===== src/rtl/oci_trace_capture.sv =====
// OCI trace capture: buffers DCT words with byte counts in a bounded FIFO
// and tracks the test-ending lifecycle. Trace loss is reported through overflow/drop_count.
module oci_trace_capture #(
  parameter int DATA_W  = 30,
  parameter int COUNT_W = 4,
  parameter int DEPTH   = 16,
  parameter int DROP_W  = 8,
  localparam int PTR_W  = $clog2(DEPTH),
  localparam int LVL_W  = $clog2(DEPTH) + 1,
  localparam int ENT_W  = COUNT_W + DATA_W
) (
  input  logic               clk,
  input  logic               reset_n,
  input  logic               arm,
  input  logic               dct_valid,
  input  logic [DATA_W-1:0]  dct_buffer,
  input  logic [COUNT_W-1:0] dct_count,
  input  logic               test_ending,
  input  logic               test_has_ended,
  input  logic               rd_req,
  output logic               rd_valid,
  output logic [ENT_W-1:0]   rd_data,
  output logic [LVL_W-1:0]   fifo_level,
  output logic               overflow,
  output logic [DROP_W-1:0]  drop_count,
  output logic [1:0]         state,
  output logic               done
);

  typedef enum logic [1:0] {
    IDLE   = 2'd0,
    ARMED  = 2'd1,
    ENDING = 2'd2,
    ENDED  = 2'd3
  } state_t;

  state_t state_q, state_d;

  logic [ENT_W-1:0] mem [DEPTH];
  logic [PTR_W-1:0] wr_ptr, rd_ptr;
  logic             full, empty;
  logic             wr_attempt, wr_accept, rd_accept, drop;

  assign full  = (fifo_level == LVL_W'(DEPTH));
  assign empty = (fifo_level == '0);

  // Capture is gated on the registered state, so a sample coinciding with
  // the rising edge of test_ending is still written.
  assign wr_attempt = (state_q == ARMED) && dct_valid && (dct_count != '0);
  assign rd_accept  = rd_req && !empty;
  assign wr_accept  = wr_attempt && (!full || rd_accept);
  assign drop       = wr_attempt && full && !rd_accept;

  always_ff @(posedge clk) begin
    if (!reset_n) state_q <= IDLE;
    else          state_q <= state_d;
  end

  always_comb begin
    state_d = state_q;
    case (state_q)
      IDLE:    if (arm) state_d = ARMED;
      ARMED: begin
        if (test_has_ended)   state_d = ENDED;
        else if (test_ending) state_d = ENDING;
      end
      ENDING:  if (test_has_ended) state_d = ENDED;
      ENDED:   state_d = ENDED;
      default: state_d = IDLE;
    endcase
  end

  // Storage needs no reset; validity is tracked by the pointers and level.
  always_ff @(posedge clk) begin
    if (wr_accept) mem[wr_ptr] <= {dct_count, dct_buffer};
  end

  always_ff @(posedge clk) begin
    if (!reset_n) begin
      wr_ptr     <= '0;
      rd_ptr     <= '0;
      fifo_level <= '0;
      rd_valid   <= 1'b0;
      rd_data    <= '0;
    end else begin
      rd_valid <= rd_accept;
      if (wr_accept) wr_ptr <= wr_ptr + 1'b1;
      if (rd_accept) begin
        rd_ptr  <= rd_ptr + 1'b1;
        rd_data <= mem[rd_ptr];
      end
      case ({wr_accept, rd_accept})
        2'b10:   fifo_level <= fifo_level + 1'b1;
        2'b01:   fifo_level <= fifo_level - 1'b1;
        default: fifo_level <= fifo_level;
      endcase
    end
  end

  always_ff @(posedge clk) begin
    if (!reset_n) begin
      overflow   <= 1'b0;
      drop_count <= '0;
    end else if (drop) begin
      overflow <= 1'b1;
      if (drop_count != {DROP_W{1'b1}}) drop_count <= drop_count + 1'b1;
    end
  end

  assign state = state_q;
  assign done  = (state_q == ENDED) && empty;

endmodule


===== config.mk =====
export PLATFORM = sky130hd
export DESIGN_NAME = oci_trace_capture
export DESIGN_NICKNAME = d
export VERILOG_FILES = /design/src/rtl/oci_trace_capture.sv
export SDC_FILE = /design/constraint.sdc
export NUM_CORES = 1
export LEC_CHECK = 0
export ABC_AREA = 1
export CAP_MARGIN = 20
export CORE_MARGIN = 2
export CORE_UTILIZATION = 55
export DETAILED_ROUTE_END_ITERATION = 8
export HOLD_SLACK_MARGIN = 0.06
export PLACE_DENSITY = 0.73
export REMOVE_ABC_BUFFERS = 1
export SYNTH_ARGS = -nofsm -noshare
export SYNTH_HDL_FRONTEND = slang
export SYNTH_SLANG_ARGS = --single-unit

===== constraint.sdc =====
create_clock -name clk -period 8.95 [get_ports clk]
set_input_delay 2.2375 -clock clk [delete_from_list [all_inputs] [get_ports clk]]
set_output_delay 2.2375 -clock clk [all_outputs]
set_load 0.01 [all_outputs]

==> flow_summary.ini, run 1 <==
[setup_path]
r2r_end = rd_data[1]
rrSetupSlack_ns = 5.67
critPathBufInv = 3
critPathLaunchType = primary input
crit_type = primary input to flop
path_depth = 8
worstRegToRegCells = 9
startpoint = dct_count[1]
crit_required_ns = 9.23
worstSetupEndpoint = mem[11][18]
crit_chain = clkdlybuf4s50_1, nor2_1, a21oi_1, nand2_1, inv_2, nand3_1, nor2_4, buf_4
crit_arrival_ns = 5.15
rr_startpoint = rd_ptr[0]
critPathCaptureType = flop
path_max_fanout = 20
cp_top_family = buffers and inverters
cp_slowest_cell = clkdlybuf4s50_1
critPathMaxStageDelay_ns = 0.93

[cts]
clk_latency_ns = 0.61
cts_resized = 0
cts_max_level = 2
root_buffer = clkbuf_16
cts_inserted_buffers = 59
postCtsHoldBufs = 0
post_cts_buffers = 0
numClockSinks = 603
cts_buffer_depth = 3
path_clk_slew_ns = 0.06
cts_tree = yes

[die]
dieArea_um2 = 48100
die_h_um = 219
die_w_um = 219
start_util_pct = 55.9
io_pins = 93
core_area_um2 = 45600
row_count = 78

[synth]
synth_area_um2 = 25500
async_flop_share_pct = 0
synth_top_cell_area_share_pct = 64.1
synthCells = 2512
post-synth-top-count-cell = nand2_1
yosysTopAreaCell = edfxtp_1
synth.distinct_cells = 24
synth-edff-count = 544
synth-seq-cells = 603
seq_area_frac_synth_pct = 68.7
synth.area.top_cells = edfxtp_1 64%, nand2_1 13%, nand3_1 7.8%, inv_1 4.8%, dfxtp_1 4.6%
syn_avg_cell_area_um2 = 10.1
synthFlopType = edfxtp_1
synthTopCellsByCount = 895 x nand2_1, 544 x edfxtp_1, 397 x nand3_1
ys_warn_count = 0

[drt]
via_per_inst = 5.41
drc = 0
vias = 17411
wl_um = 62000
first_pass_iters = 5
ant_nets = 0
wl_per_cell_um = 19.3
drt-initial-drc-count = 1725

[min_path]
min_path_type = flop to flop

[timing]
fin_crit_sh_pct = 54.4
fmaxAchievable_mhz = 205
clock_skew_ns = 0.0184
rsz0062_at_grt = false
final.setup.tns_ns = 0
hold_viol = 0
fin_crit_ns = 4.87
worst-slew-pin-transition_ns = 1.15
relSlewSlack_pct = 23.3
slew_viol_final = 0
layout_setup_ws_ns = 4.08
setup_viol = 0

[layout]
areaGrowthSynthToFinish_pct = 14.0
stdcell_count = 3218
fin_nets = 2620
drive_gt1_share_pct = 5.54
antennaDiodeCount = 0

[placed_design]
place_congestion = 0.856
port-buffer-count = 92
place_ws_ns = 3.35
dp_hpwl_um = 35500
dp_cells = 3107

[power]
power_mw = 8.02
cellLeakagePower_nw = 11.9
irDropWorstVdd_uv = 193
power_per_cell_area_nw_per_um2 = 276

[global_routing]
grt_usage_pct = 26.3
grt.overflow.total = 0
antenna_found_initial = 0
grt_pass1_wl_um = 95500
grt_max_degree = 119
grt_pass1_vias = 17211

[flow_run]
max_cap_violations = 0

[status]
status = finished, final reports clean
-- worst min-delay path by stage --
stage / from / end / slack, ns / cells after the start
2_1_floorplan: wr_ptr[2] / wr_ptr[2] / 0.48 / 2
3_3_place_gp: overflow / overflow / 0.48 / 2
3_5_place_dp: overflow / overflow / 0.48 / 2
4_1_cts: overflow / overflow / 0.49 / 2
5_1_grt: overflow / overflow / 0.52 / 2
6_report: overflow / overflow / 0.49 / 2
-- worst reg2reg max path: stages (launching register included) --
cell and delay (ns):
dfxtp_4 0.71, buf_4 0.86, buf_4 0.74, nand2_1 0.14
nand3_1 0.10, nand3_1 0.18, nand3_1 0.23, nand3_1 0.12
nand2_1 0.09, inv_1 0.03
-- layout make-up --
type	instances	area, um^2
sequential	603	17500
fill	3451	16500
multi-input combinational	1453	6270
clock buffer	71	1560
timing repair buffer	121	1350
inverter	331	1250
tap	600	751
clock inverter	39	329
-- sequential cells by signal, summed over array words and instances, names as in the netlist --
register and cells:
overflow 1, state 2, rd_ptr 4, rd_valid 1
drop_count 8, wr_ptr 4, mem 544, fifo_level 5
rd_data 34
-- report_power, final --
part | switching, mW | total (mW) | internal, mW
Sequential | 0.103 | 3.28 | 3.18
Clock | 1.03 | 2.42 | 1.39
Combinational | 1.59 | 2.32 | 0.730
Total | 2.72 | 8.02 | 5.30
-- routing by layer --
| metal | vias to the layer above | share of wire [%] | track usage, % |
|---|---|---|---|
| li1 | 8282 | - | - |
| met1 | 8320 | 39 | 32.8 |
| met2 | 673 | 50 | 46.0 |
| met3 | 136 | 6.7 | 3.34 |
| met4 | 0 | 4.4 | 11.7 |
| met5 | - | 0 | 0 |
-- per-stage QoR --
step                      util (%)  cell area, um^2  hold WS, ns
after floorplan                  -            24900        0.478
after global placement        58.9            26800        0.480
after detailed placement      59.5            27100        0.479
after global routing          63.7            29000        0.520
final                         63.7            29000        0.492
after CTS                     63.7            29000        0.493
-- cells by family after synthesis --
logic type                 after synthesis  synth area share (%)
and+or+nand+nor                       1401                  22.7
DFF                                    603                  68.7
buffers and inverters                  456                  7.12
AOI/OAI and AO/OA                       35                 0.697
adders and majority gates               10                 0.520
xor gates and xnor gates                 7                 0.241
-- placed cells by master (no fill, tap or decap), types with 10 or more instances in the layout --
| cell | Yosys | final |
|---|---|---|
| dfxtp_1 | 59 | 55 |
| inv_1 | 325 | 323 |
| edfxtp_1 | 544 | 544 |
| nand2_1 | 895 | 895 |
| buf_4 | 0 | 15 |
| clkbuf_16 | 0 | 61 |
| nor2_1 | 100 | 84 |
| nand3_1 | 397 | 397 |
| clkdlybuf4s50_1 | 0 | 92 |
| clkbuf_1 | 27 | 10 |
| nor2_4 | 1 | 17 |
| a21oi_1 | 25 | 25 |
| clkinv_2 | 0 | 12 |
| clkinv_1 | 1 | 15 |
No activity file was read; power rests on OpenSTA's default activity.
==> inputs of run 2 (changes only) <==
clock period = 5.05 ns   (was 8.95 ns; I/O delays follow)
==> flow_summary.ini, run 2 (synthesis results as in run 1) <==
[status]
status = finished, final reports clean

[cts]
cts_tree = yes
cts_resized = 0
cts_max_level = 2
numClockSinks = 603
postCtsHoldBufs = 0
root_buffer = clkbuf_16
post_cts_buffers = 0
cts_buffer_depth = 3
clk_latency_ns = 0.63
path_clk_slew_ns = 0.06
cts_inserted_buffers = 60

[setup_path]
cp_slowest_cell = clkdlybuf4s50_1
cp_common_cell = nand2_1
crit_required_ns = 5.29
cp_top_family = buffers and inverters
r2r_end = rd_data[2]
critPathLaunchType = primary input
rr_startpoint = rd_ptr[1]
crit_chain = clkdlybuf4s50_1, nor2_1, a21oi_1, nand2_1, inv_2, nand2_1, nor2_4, buf_4
path_max_fanout = 34
crit_arrival_ns = 3.74
critPathBufInv = 3
critPathCaptureType = flop
worstRegToRegCells = 8
crit_type = primary input to flop
rrSetupSlack_ns = 2.21
critPathMaxStageDelay_ns = 0.82

[global_routing]
grt_pass1_vias = 17103
grt_max_degree = 239
grt_pass1_wl_um = 94500
antenna_found_initial = 0
grt_usage_pct = 26.0
grt.overflow.total = 0

[layout]
largest_reg_flops = 544
antennaDiodeCount = 0
areaGrowthSynthToFinish_pct = 15.0
drive_gt1_share_pct = 6.16
fillers = 3427
final_core_util_pct = 64.3
final_common_cell = nand2_1
top_register = mem
reg_top3 = mem (544), rd_data (34), drop_count (8)
final_cell_mix = 895 x nand2_1, 544 x edfxtp_1, 397 x nand3_1
fin_nets = 2627
stdcell_count = 3228

[timing]
hold_viol = 0
slew_viol_final = 0
worst-slew-pin-transition_ns = 1.13
relSlewSlack_pct = 24.8
fin_crit_ns = 3.50
clock_skew_ns = 0.0376
rsz0062_at_grt = false
setup_viol = 0
fmaxAchievable_mhz = 285
fin_crit_sh_pct = 69.4

[die]
row_count = 78
dieArea_um2 = 48100
die_w_um = 219
start_util_pct = 55.9
die_h_um = 219
io_pins = 93
core_area_um2 = 45600

[power]
power_frac_seq_pct = 39.9
p_sw_share_pct = 32.7
p_switching_mw = 4.83
power_per_cell_area_nw_per_um2 = 504
p_int_mw = 9.94
cellLeakagePower_nw = 12.0
pwr-share-clk_pct = 32.9
irDropWorstVdd_uv = 508
power_frac_comb_pct = 27.3

[drt]
ant_nets = 0
first_pass_iters = 6
drt-initial-drc-count = 1815
wl_um = 61500
wl_per_cell_um = 19.0
vias = 17463
via_per_inst = 5.41
drc = 0

[min_path]
min_path_type = flop to flop
min_to = overflow
min_path_cells = 2
hold_start = overflow

[placed_design]
dp_hpwl_um = 34400
port-buffer-count = 92
place_congestion = 0.847
dp_cells = 3114

[flow_run]
max_cap_violations = 0
==> run 2: cell types whose count changed in the layout (fill, tap and decap cells not counted), sizes merged <==
cell	before	now
clkinvlp	6	1
inv	329	331
bufinv	5	14
clkbuf	71	77
buf	29	35
clkinv	30	22
==> run 2: layout make-up <==
class,count,area (um^2),share of cell area [%]
timing repair buffer,127,1320,4.51
tap,600,751,2.56
multi-input combinational,1453,6270,21.4
clock inverter,37,547,1.87
inverter,331,1250,4.28
sequential,603,17500,59.8
clock buffer,77,1630,5.55
==> run 2: worst min-delay path, delay by kind of cell (launching register included) <==
| kind | cells | cell delay (ns) |
|---|---|---|
| simple gates | 2 | 0.12 |
| flops | 1 | 0.32 |
==> run 2: power groups by stage <==
stage | clock [mW] | combinational (mW) | sequential [mW]
floorplan | 0 | 2.56 | 6.19
global placement | 0 | 3.92 | 5.99
detailed placement | 0 | 4.00 | 5.99
CTS | 4.90 | 4.03 | 5.88
global route | 5.10 | 4.49 | 5.91
finish | 4.85 | 4.03 | 5.89
==> run 2: how the worst max path moves through the flow <==
stage	from	to	slack, ns	depth (start not counted)
3_5_place_dp	dct_count[2]	mem[5][0]	0.90	8
4_1_cts	dct_count[2]	mem[5][24]	1.53	8
6_report	dct_count[2]	mem[9][1]	1.55	8
3_3_place_gp	dct_count[2]	mem[8][29]	0.99	8
2_1_floorplan	rd_ptr[0]	rd_data[0]	-4.96	9
5_1_grt	dct_count[2]	mem[9][15]	1.31	8
==> run 2: routing by layer <==
| metal | up-vias | global-route usage, % | part of all wire (%) |
|---|---|---|---|
| li1 | 8299 | - | - |
| met1 | 8319 | 33.5 | 40 |
| met2 | 716 | 44.1 | 49 |
| met3 | 129 | 3.70 | 7.2 |
| met4 | 0 | 11.3 | 3.6 |
| met5 | - | 0 | 0 |
==> run 2: stage by stage <==
step                      total power [mW]  instance area [um^2]  worst slack [ns]  hold slack, ns  setup TNS (ns)
after floorplan                       8.75                 24900             -4.96           0.478         -174.85
after global placement                9.90                 27100             0.987           0.453               0
after detailed placement              9.98                 27100             0.897           0.470               0
after CTS                             14.8                 29300              1.53           0.484               0
after global routing                  15.5                 29300              1.31           0.504               0
final                                 14.8                 29300              1.55           0.477               0
==> inputs of run 3 (changes only) <==
clock period = 3.5 ns   (was 5.05 ns; I/O delays follow)
==> flow_summary.ini, run 3 (synthesis results as in run 1) <==
[status]
status = finished, final reports clean

[global_routing]
grt_pass1_wl_um = 97600
grt_usage_pct = 26.9
antenna_found_initial = 0
grt_pass1_vias = 17218
grt_max_degree = 152
grt.overflow.total = 0

[setup_path]
path_depth = 4
rrSetupSlack_ns = 1.37
path_max_fanout = 5
crit_chain = nor2_1, nand3_1, nor3_1, clkdlybuf4s50_1
cp_slowest_cell = clkdlybuf4s50_1
r2r_end = mem[14][27]
crit_required_ns = 2.62
cp_top_family = buffers and inverters
critPathCaptureType = output port
crit_type = flop to output port
critPathBufInv = 1
crit_arrival_ns = 2.03
rr_startpoint = fifo_level[1]
critPathMaxStageDelay_ns = 0.57
critPathLaunchType = flop
worstRegToRegCells = 7

[layout]
final_common_cell = nand2_1
top_register = mem
final_core_util_pct = 64.7
final_cell_mix = 895 x nand2_1, 544 x edfxtp_1, 397 x nand3_1
final_cell_area_um2 = 29500
areaGrowthSynthToFinish_pct = 15.7
stdcell_count = 3247
fin_nets = 2648
antennaDiodeCount = 0
reg_top3 = mem (544), rd_data (34), drop_count (8)
drive_gt1_share_pct = 6.80
largest_reg_flops = 544

[drt]
wl_um = 63000
dr_wl_met2_um = 31200
wl_per_cell_um = 19.4
vias = 17571
drt-initial-drc-count = 1950
wl_met3_um = 5060
first_pass_iters = 5
wirelength_met1_um = 24400
top_layer = met4
drc = 0
ant_nets = 0
via_per_inst = 5.41

[placed_design]
dpl_cell_area_um2 = 27600
port-buffer-count = 92
dp_cells = 3136
dp_hpwl_um = 36500
place_congestion = 0.871
place_ws_ns = 0.217

[timing]
whs_ns = 0.473
layout_setup_ws_ns = 0.596
rsz0062_at_grt = false
fin_crit_ns = 2.90
fin_crit_sh_pct = 83.0
hold_viol = 0
fmaxAchievable_mhz = 344
slew_viol_final = 0
clock_skew_ns = 0.0159
relSlewSlack_pct = 35.4
final.setup.tns_ns = 0
worst-slew-pin-transition_ns = 0.969
setup_viol = 0

[die]
start_util_pct = 55.9
row_count = 78
io_pins = 93
dieArea_um2 = 48100
die_h_um = 219
die_w_um = 219
core_area_um2 = 45600

[power]
irDropWorstVdd_uv = 647
power_frac_comb_pct = 29.8
p_switching_mw = 7.01
p_sw_share_pct = 33.7
pwr-share-clk_pct = 30.2
power_frac_seq_pct = 40.0
p_int_mw = 13.8
cellLeakagePower_nw = 12.1
power_mw = 20.8
power_per_cell_area_nw_per_um2 = 705

[min_path]
min_to = overflow
min_path_type = flop to flop
min_path_cells = 2
hold_start = overflow

[cts]
path_clk_slew_ns = 0.06
cts_max_level = 2
numClockSinks = 603
cts_inserted_buffers = 59
root_buffer = clkbuf_16
cts_buffer_depth = 3
cts_tree = yes
postCtsHoldBufs = 0
clk_latency_ns = 0.62
cts_resized = 0
post_cts_buffers = 0

[flow_run]
max_cap_violations = 0
==> run 3: changes by cell type in the layout (fill, tap and decap cells not counted), moves of 2 or more <==
cell and change:
buf_12 +21, bufinv_16 -9, clkinvlp_4 +4, clkinv_1 +3, clkinv_2 +3, clkbuf_1 -2
==> run 3: layout make-up <==
type / count / area (um^2)
Clock inverter: 36 / 315
Inverter: 331 / 1250
Tap cell: 600 / 751
Multi-Input combinational cell: 1453 / 6270
Sequential cell: 603 / 17500
Clock buffer: 75 / 1620
Timing Repair Buffer: 149 / 1750
Fill cell: 3419 / 16100
==> run 3: worst max path at each step <==
stage | end | from | slack (ns)
5_1_grt | done | fifo_level[0] | 0.49
6_report | done | fifo_level[1] | 0.60
3_5_place_dp | fifo_level[4] | dct_count[0] | 0.22
4_1_cts | done | fifo_level[1] | 0.56
3_3_place_gp | fifo_level[4] | dct_count[0] | 0.15
2_1_floorplan | rd_data[0] | rd_ptr[0] | -6.51
==> run 3: worst min-delay path, stage by stage (launching register included) <==
cell     delay, ns
dfxtp_1       0.32
nor2_1        0.05
nor2_1        0.07
==> run 3: power by group through the flow <==
stage                     logic (mW)  clock network, mW  registers, mW
final                           6.20               6.29           8.31
after global routing            6.89               6.64           8.34
after CTS                       6.19               6.35           8.32
after detailed placement        6.15                  0           8.46
after global placement          6.06                  0           8.46
after floorplan                 3.29                  0           8.88
==> run 3: routing by layer <==
metal / global-route usage [%] / up-vias
met4: 11.3 / 0
met1: 35.0 / 8299
met2: 45.3 / 815
met5: 0 / -
li1: - / 8334
met3: 4.07 / 123
==> RTL change 1: new RTL, flow settings as in run 1 <==
Put one more register stage on the output `fifo_level`. The value now appears one clock later. The other outputs are not delayed to match.
--- a/src/rtl/oci_trace_capture.sv
+++ b/src/rtl/oci_trace_capture.sv
@@ -34,6 +34,8 @@
     ENDED  = 2'd3
   } state_t;
 
+  logic [LVL_W-1:0] fifo_level_s0;
+
   state_t state_q, state_d;
 
   logic [ENT_W-1:0] mem [DEPTH];
@@ -41,8 +43,8 @@
   logic             full, empty;
   logic             wr_attempt, wr_accept, rd_accept, drop;
 
-  assign full  = (fifo_level == LVL_W'(DEPTH));
-  assign empty = (fifo_level == '0);
+  assign full  = (fifo_level_s0 == LVL_W'(DEPTH));
+  assign empty = (fifo_level_s0 == '0);
 
   // Capture is gated on the registered state, so a sample coinciding with
   // the rising edge of test_ending is still written.
@@ -79,7 +81,7 @@
     if (!reset_n) begin
       wr_ptr     <= '0;
       rd_ptr     <= '0;
-      fifo_level <= '0;
+      fifo_level_s0 <= '0;
       rd_valid   <= 1'b0;
       rd_data    <= '0;
     end else begin
@@ -90,9 +92,9 @@
         rd_data <= mem[rd_ptr];
       end
       case ({wr_accept, rd_accept})
-        2'b10:   fifo_level <= fifo_level + 1'b1;
-        2'b01:   fifo_level <= fifo_level - 1'b1;
-        default: fifo_level <= fifo_level;
+        2'b10:   fifo_level_s0 <= fifo_level_s0 + 1'b1;
+        2'b01:   fifo_level_s0 <= fifo_level_s0 - 1'b1;
+        default: fifo_level_s0 <= fifo_level_s0;
       endcase
     end
   end
@@ -110,5 +112,9 @@
   assign state = state_q;
   assign done  = (state_q == ENDED) && empty;
 
+  always_ff @(posedge clk) begin
+    fifo_level <= fifo_level_s0;
+  end
+
 endmodule
 
Check against the original RTL: not equivalent (Yosys sat finds a counterexample within 4 cycles, from zero or initial values and one cycle with reset_n low).
==> RTL change 1 against run 1 <==
Sequential cell count up 5; critical endpoint is now mem[12][27]; cell area up 0.37%; wire length up 2.8%; via count up 2.2%; highest routed layer unchanged; synthesized area up 0.32%; register-to-register slack worse by 40 ps; power down 4.5%; sequential power up 1%; worst setup slack better by 23 ps; global-route usage up 0.56 points.
==> RTL change 1: results <==
export IMPL_clkSlewWorstSetupHoldPaths_ps=60
export IMPL_biggestRegsByFlops="mem: 544 flops, rd_data: 34 flops, drop_count: 8 flops"
export IMPL_reg2reg_slack_ps=5630
export IMPL_seq_area_frac_synth_pct=68.9
export IMPL_route_detailed_vias_per_inst=5.52
export IMPL_dp_hpwl_um=36300
export IMPL_ff_latch_area_um2=17600
export IMPL_syn_instance_count=2512
export IMPL_wire_per_inst_um=19.8
export IMPL_internal_power_mw=5.21
export IMPL_global_route_usage_total_pct=26.8
export IMPL_grt_met1_usage_pct=38.8
export IMPL_first_pass_grt_wire_length_um=97600
export IMPL_first_global_vias=16990
export IMPL_finalCritPeriodShare_pct=54.1
export IMPL_relSlewSlack_pct=31.6
export IMPL_worst_path_arrival_time_ps=5160
export IMPL_tritoncts_buffer_count=58
export IMPL_final_setup_skew_ps=20.4
export IMPL_fillers=3573
export IMPL_ir_worst_vdd_mv=0.175
export IMPL_worstHoldStart="fifo_level_s0[3]"
export IMPL_power_static_leakage_nw=11.9
export IMPL_p_switching_mw=2.45
export IMPL_grt_max_degree=171
export IMPL_fraction_of_final_layout_cells_with_drive_strength_greater_than_1_pct=5.46
export IMPL_totalWireLength_um=63800
export IMPL_grt_use_met3_pct=5.27
export IMPL_dr_wl_met2_um=29400
export IMPL_grt_met2_usage_pct=41.9
export IMPL_outcome="finished, final reports clean"
export IMPL_detail_route_wirelength_met1_um=25300
export IMPL_rr_endpoint="rd_data[16]"
export IMPL_placed_cells=3112
export IMPL_worstHoldPathCells=0
export IMPL_finalWeightedCongestion=0.844
export IMPL_crit_end="mem[12][27]"
export IMPL_drt_pass_1_iters=6
export IMPL_fin_hold_ws_ps=398
export IMPL_synth_area_top_cells="sky130_fd_sc_hd__edfxtp_1, sky130_fd_sc_hd__nand2_1, sky130_fd_sc_hd__nand3_1"
export IMPL_synthDistinctLibCells=25
export IMPL_ys_top_cells_by_count="sky130_fd_sc_hd__nand2_1, sky130_fd_sc_hd__edfxtp_1, sky130_fd_sc_hd__nand3_1, sky130_fd_sc_hd__inv_1, sky130_fd_sc_hd__nor2_1"
export IMPL_met3_length_um=7450
export IMPL_clock_net_power_mw=2.44
export IMPL_comb_power_share_pct=24.8
export IMPL_detail_route_iter0_violations=2487
[RTL change 1: changes by cell type after synthesis, moves of 2 or more]
cell,run 1,this run
sky130_fd_sc_hd__dfxtp_1,59,64
sky130_fd_sc_hd__o21ai_0,8,6
sky130_fd_sc_hd__nand2_1,895,893
sky130_fd_sc_hd__buf_2,83,81
sky130_fd_sc_hd__buf_1,15,17
[RTL change 1: cell type report]
cell class                 instances  area share, %
clock buffer                      86           5.80
clock inverter                    23          0.717
inverter                         329           4.27
multi-input combinational       1450           21.5
sequential                       608           60.5
tap                              607           2.61
timing repair buffer             123           4.66
[RTL change 1: cells by family (layout without fill, tap and decap cells)]
kind of cell	after synthesis	after routing	synth area share, %
compound gates	35	35	0.710
xor+xnor	7	7	0.240
fa+ha+maj	10	10	0.519
buf+inv	454	561	7.06
flops	608	608	68.9
simple gates	1398	1398	22.6
==> RTL change 2: new RTL, flow settings as in run 1 <==
Made on the original files. `DROP_W`: 8 -> 10.
--- a/src/rtl/oci_trace_capture.sv
+++ b/src/rtl/oci_trace_capture.sv
@@ -4,7 +4,7 @@
   parameter int DATA_W  = 30,
   parameter int COUNT_W = 4,
   parameter int DEPTH   = 16,
-  parameter int DROP_W  = 8,
+  parameter int DROP_W  = 10,
   localparam int PTR_W  = $clog2(DEPTH),
   localparam int LVL_W  = $clog2(DEPTH) + 1,
   localparam int ENT_W  = COUNT_W + DATA_W
Ports: changed (resized drop_count); port bits go from 93 to 95. The function was not compared with the original's and may differ.
==> RTL change 2 against run 1 <==
Global-route usage fell by 1.3 points; synthesized area increased by 0.65%; wire length down 4.1%; clock skew shrank 5.1 ps; first-iteration DRC count decreased by 6.1%; cell count increased by 1.1%; worst setup slack gained 110 ps; non-clock buffer count increased by 1; cell area is 0.45% higher; synthesized cell count rose by 1.1%; clock power rose by 2%; power grew 0.18%; sequential cell count rose by 2; core utilization down 0.66 points.
==> RTL change 2: results <==
export IMPL_layout_clock_buffers=86
export IMPL_fillers=3508
export IMPL_fraction_of_final_layout_cells_with_drive_strength_greater_than_1_pct=5.78
export IMPL_n_multi_input_combinational_cell=1472
export IMPL_layout_non_clock_buffers=122
export IMPL_power_share_sequential_pct=41.3
export IMPL_finalWeightedCongestion=0.814
export IMPL_grt_max_degree=180
export IMPL_clockPowerShare_pct=30.6
export IMPL_drt_pass_1_iters=7
export IMPL_totalWireLength_um=59500
export IMPL_fin_hold_ws_ps=476
export IMPL_grt_use_met3_pct=3.19
export IMPL_detail_route_iter0_violations=1619
export IMPL_seq_area_frac_synth_pct=68.4
export IMPL_first_global_vias=17466
export IMPL_synth_area_top_cells="sky130_fd_sc_hd__edfxtp_1, sky130_fd_sc_hd__nand2_1, sky130_fd_sc_hd__nand3_1"
export IMPL_detail_route_wirelength_met1_um=23800
export IMPL_grt_met1_usage_pct=32.0
export IMPL_first_pass_grt_wire_length_um=92800
export IMPL_outcome="finished, final reports clean"
export IMPL_dr_wl_met2_um=29700
export IMPL_power_static_leakage_nw=12.0
export IMPL_ir_worst_vdd_mv=0.181
export IMPL_cts_num_sinks=605
export IMPL_ff_latch_area_um2=17600
export IMPL_power_combinational_total_mw=2.26
export IMPL_route_detailed_vias_per_inst=5.41
export IMPL_biggestRegsByFlops="mem: 544 flops, rd_data: 34 flops, drop_count: 10 flops"
export IMPL_worst_r2r_path_depth=10
export IMPL_rr_endpoint="rd_data[23]"
export IMPL_worst_tran_pin_value_ps=1100
export IMPL_global_route_usage_total_pct=24.9
export IMPL_worst_path_arrival_time_ps=5030
export IMPL_dp_hpwl_um=31900
export IMPL_internal_power_mw=5.37
export IMPL_synthDistinctLibCells=30
export IMPL_portBuffers=94
export IMPL_met3_length_um=4060
export IMPL_nets=2648
[RTL change 2: cell types whose count changed after synthesis, sizes merged]
cell,delta
a21oi,-3
buf,+2
dfxtp,+2
nand3,-3
inv,+6
o21ai,+2
o21a,+1
nor2,+11
clkbuf,-2
nand2,+10
xor2,-1
o21bai,+2
[RTL change 2: how the worst max path moves through the flow]
stage	to	startpoint	slack, ps
CTS	mem[0][32]	dct_count[0]	4130
global route	mem[11][1]	dct_count[0]	4020
finish	mem[11][1]	dct_count[0]	4190
floorplan	rd_data[10]	rd_ptr[0]	-1060
global placement	mem[14][0]	dct_count[0]	3460
detailed placement	mem[0][14]	dct_count[0]	3490
[RTL change 2: per-stage QoR]
| step | setup slack [ps] | TNS [ps] | cells | instance area (um^2) |
|---|---|---|---|---|
| after floorplan | -1060 | -36760 | 2414 | 25100 |
| after global placement | 3460 | 0 | 3137 | 27100 |
| after detailed placement | 3490 | 0 | 3138 | 27100 |
| after CTS | 4130 | 0 | 3249 | 29100 |
| after global routing | 4020 | 0 | 3254 | 29200 |
| final | 4190 | 0 | 3254 | 29200 |
[RTL change 2: logic make-up after synthesis]
kind of cell	synth area share, %
XOR/XNOR	0.205
buffers and inverters	7.14
AND/OR/NAND/NOR	22.9
adder cells (fa/ha/maj)	0.517
AO/OA/AOI/OAI	0.776
flip-flops	68.4
[RTL change 2: worst max-delay path: stages]
cell,delay [ps]
sky130_fd_sc_hd__clkdlybuf4s50_1,860
sky130_fd_sc_hd__nor2_1,180
sky130_fd_sc_hd__a21oi_2,220
sky130_fd_sc_hd__nand2_1,180
sky130_fd_sc_hd__inv_2,150
sky130_fd_sc_hd__nand3_1,200
sky130_fd_sc_hd__nor2_4,540
sky130_fd_sc_hd__buf_4,440
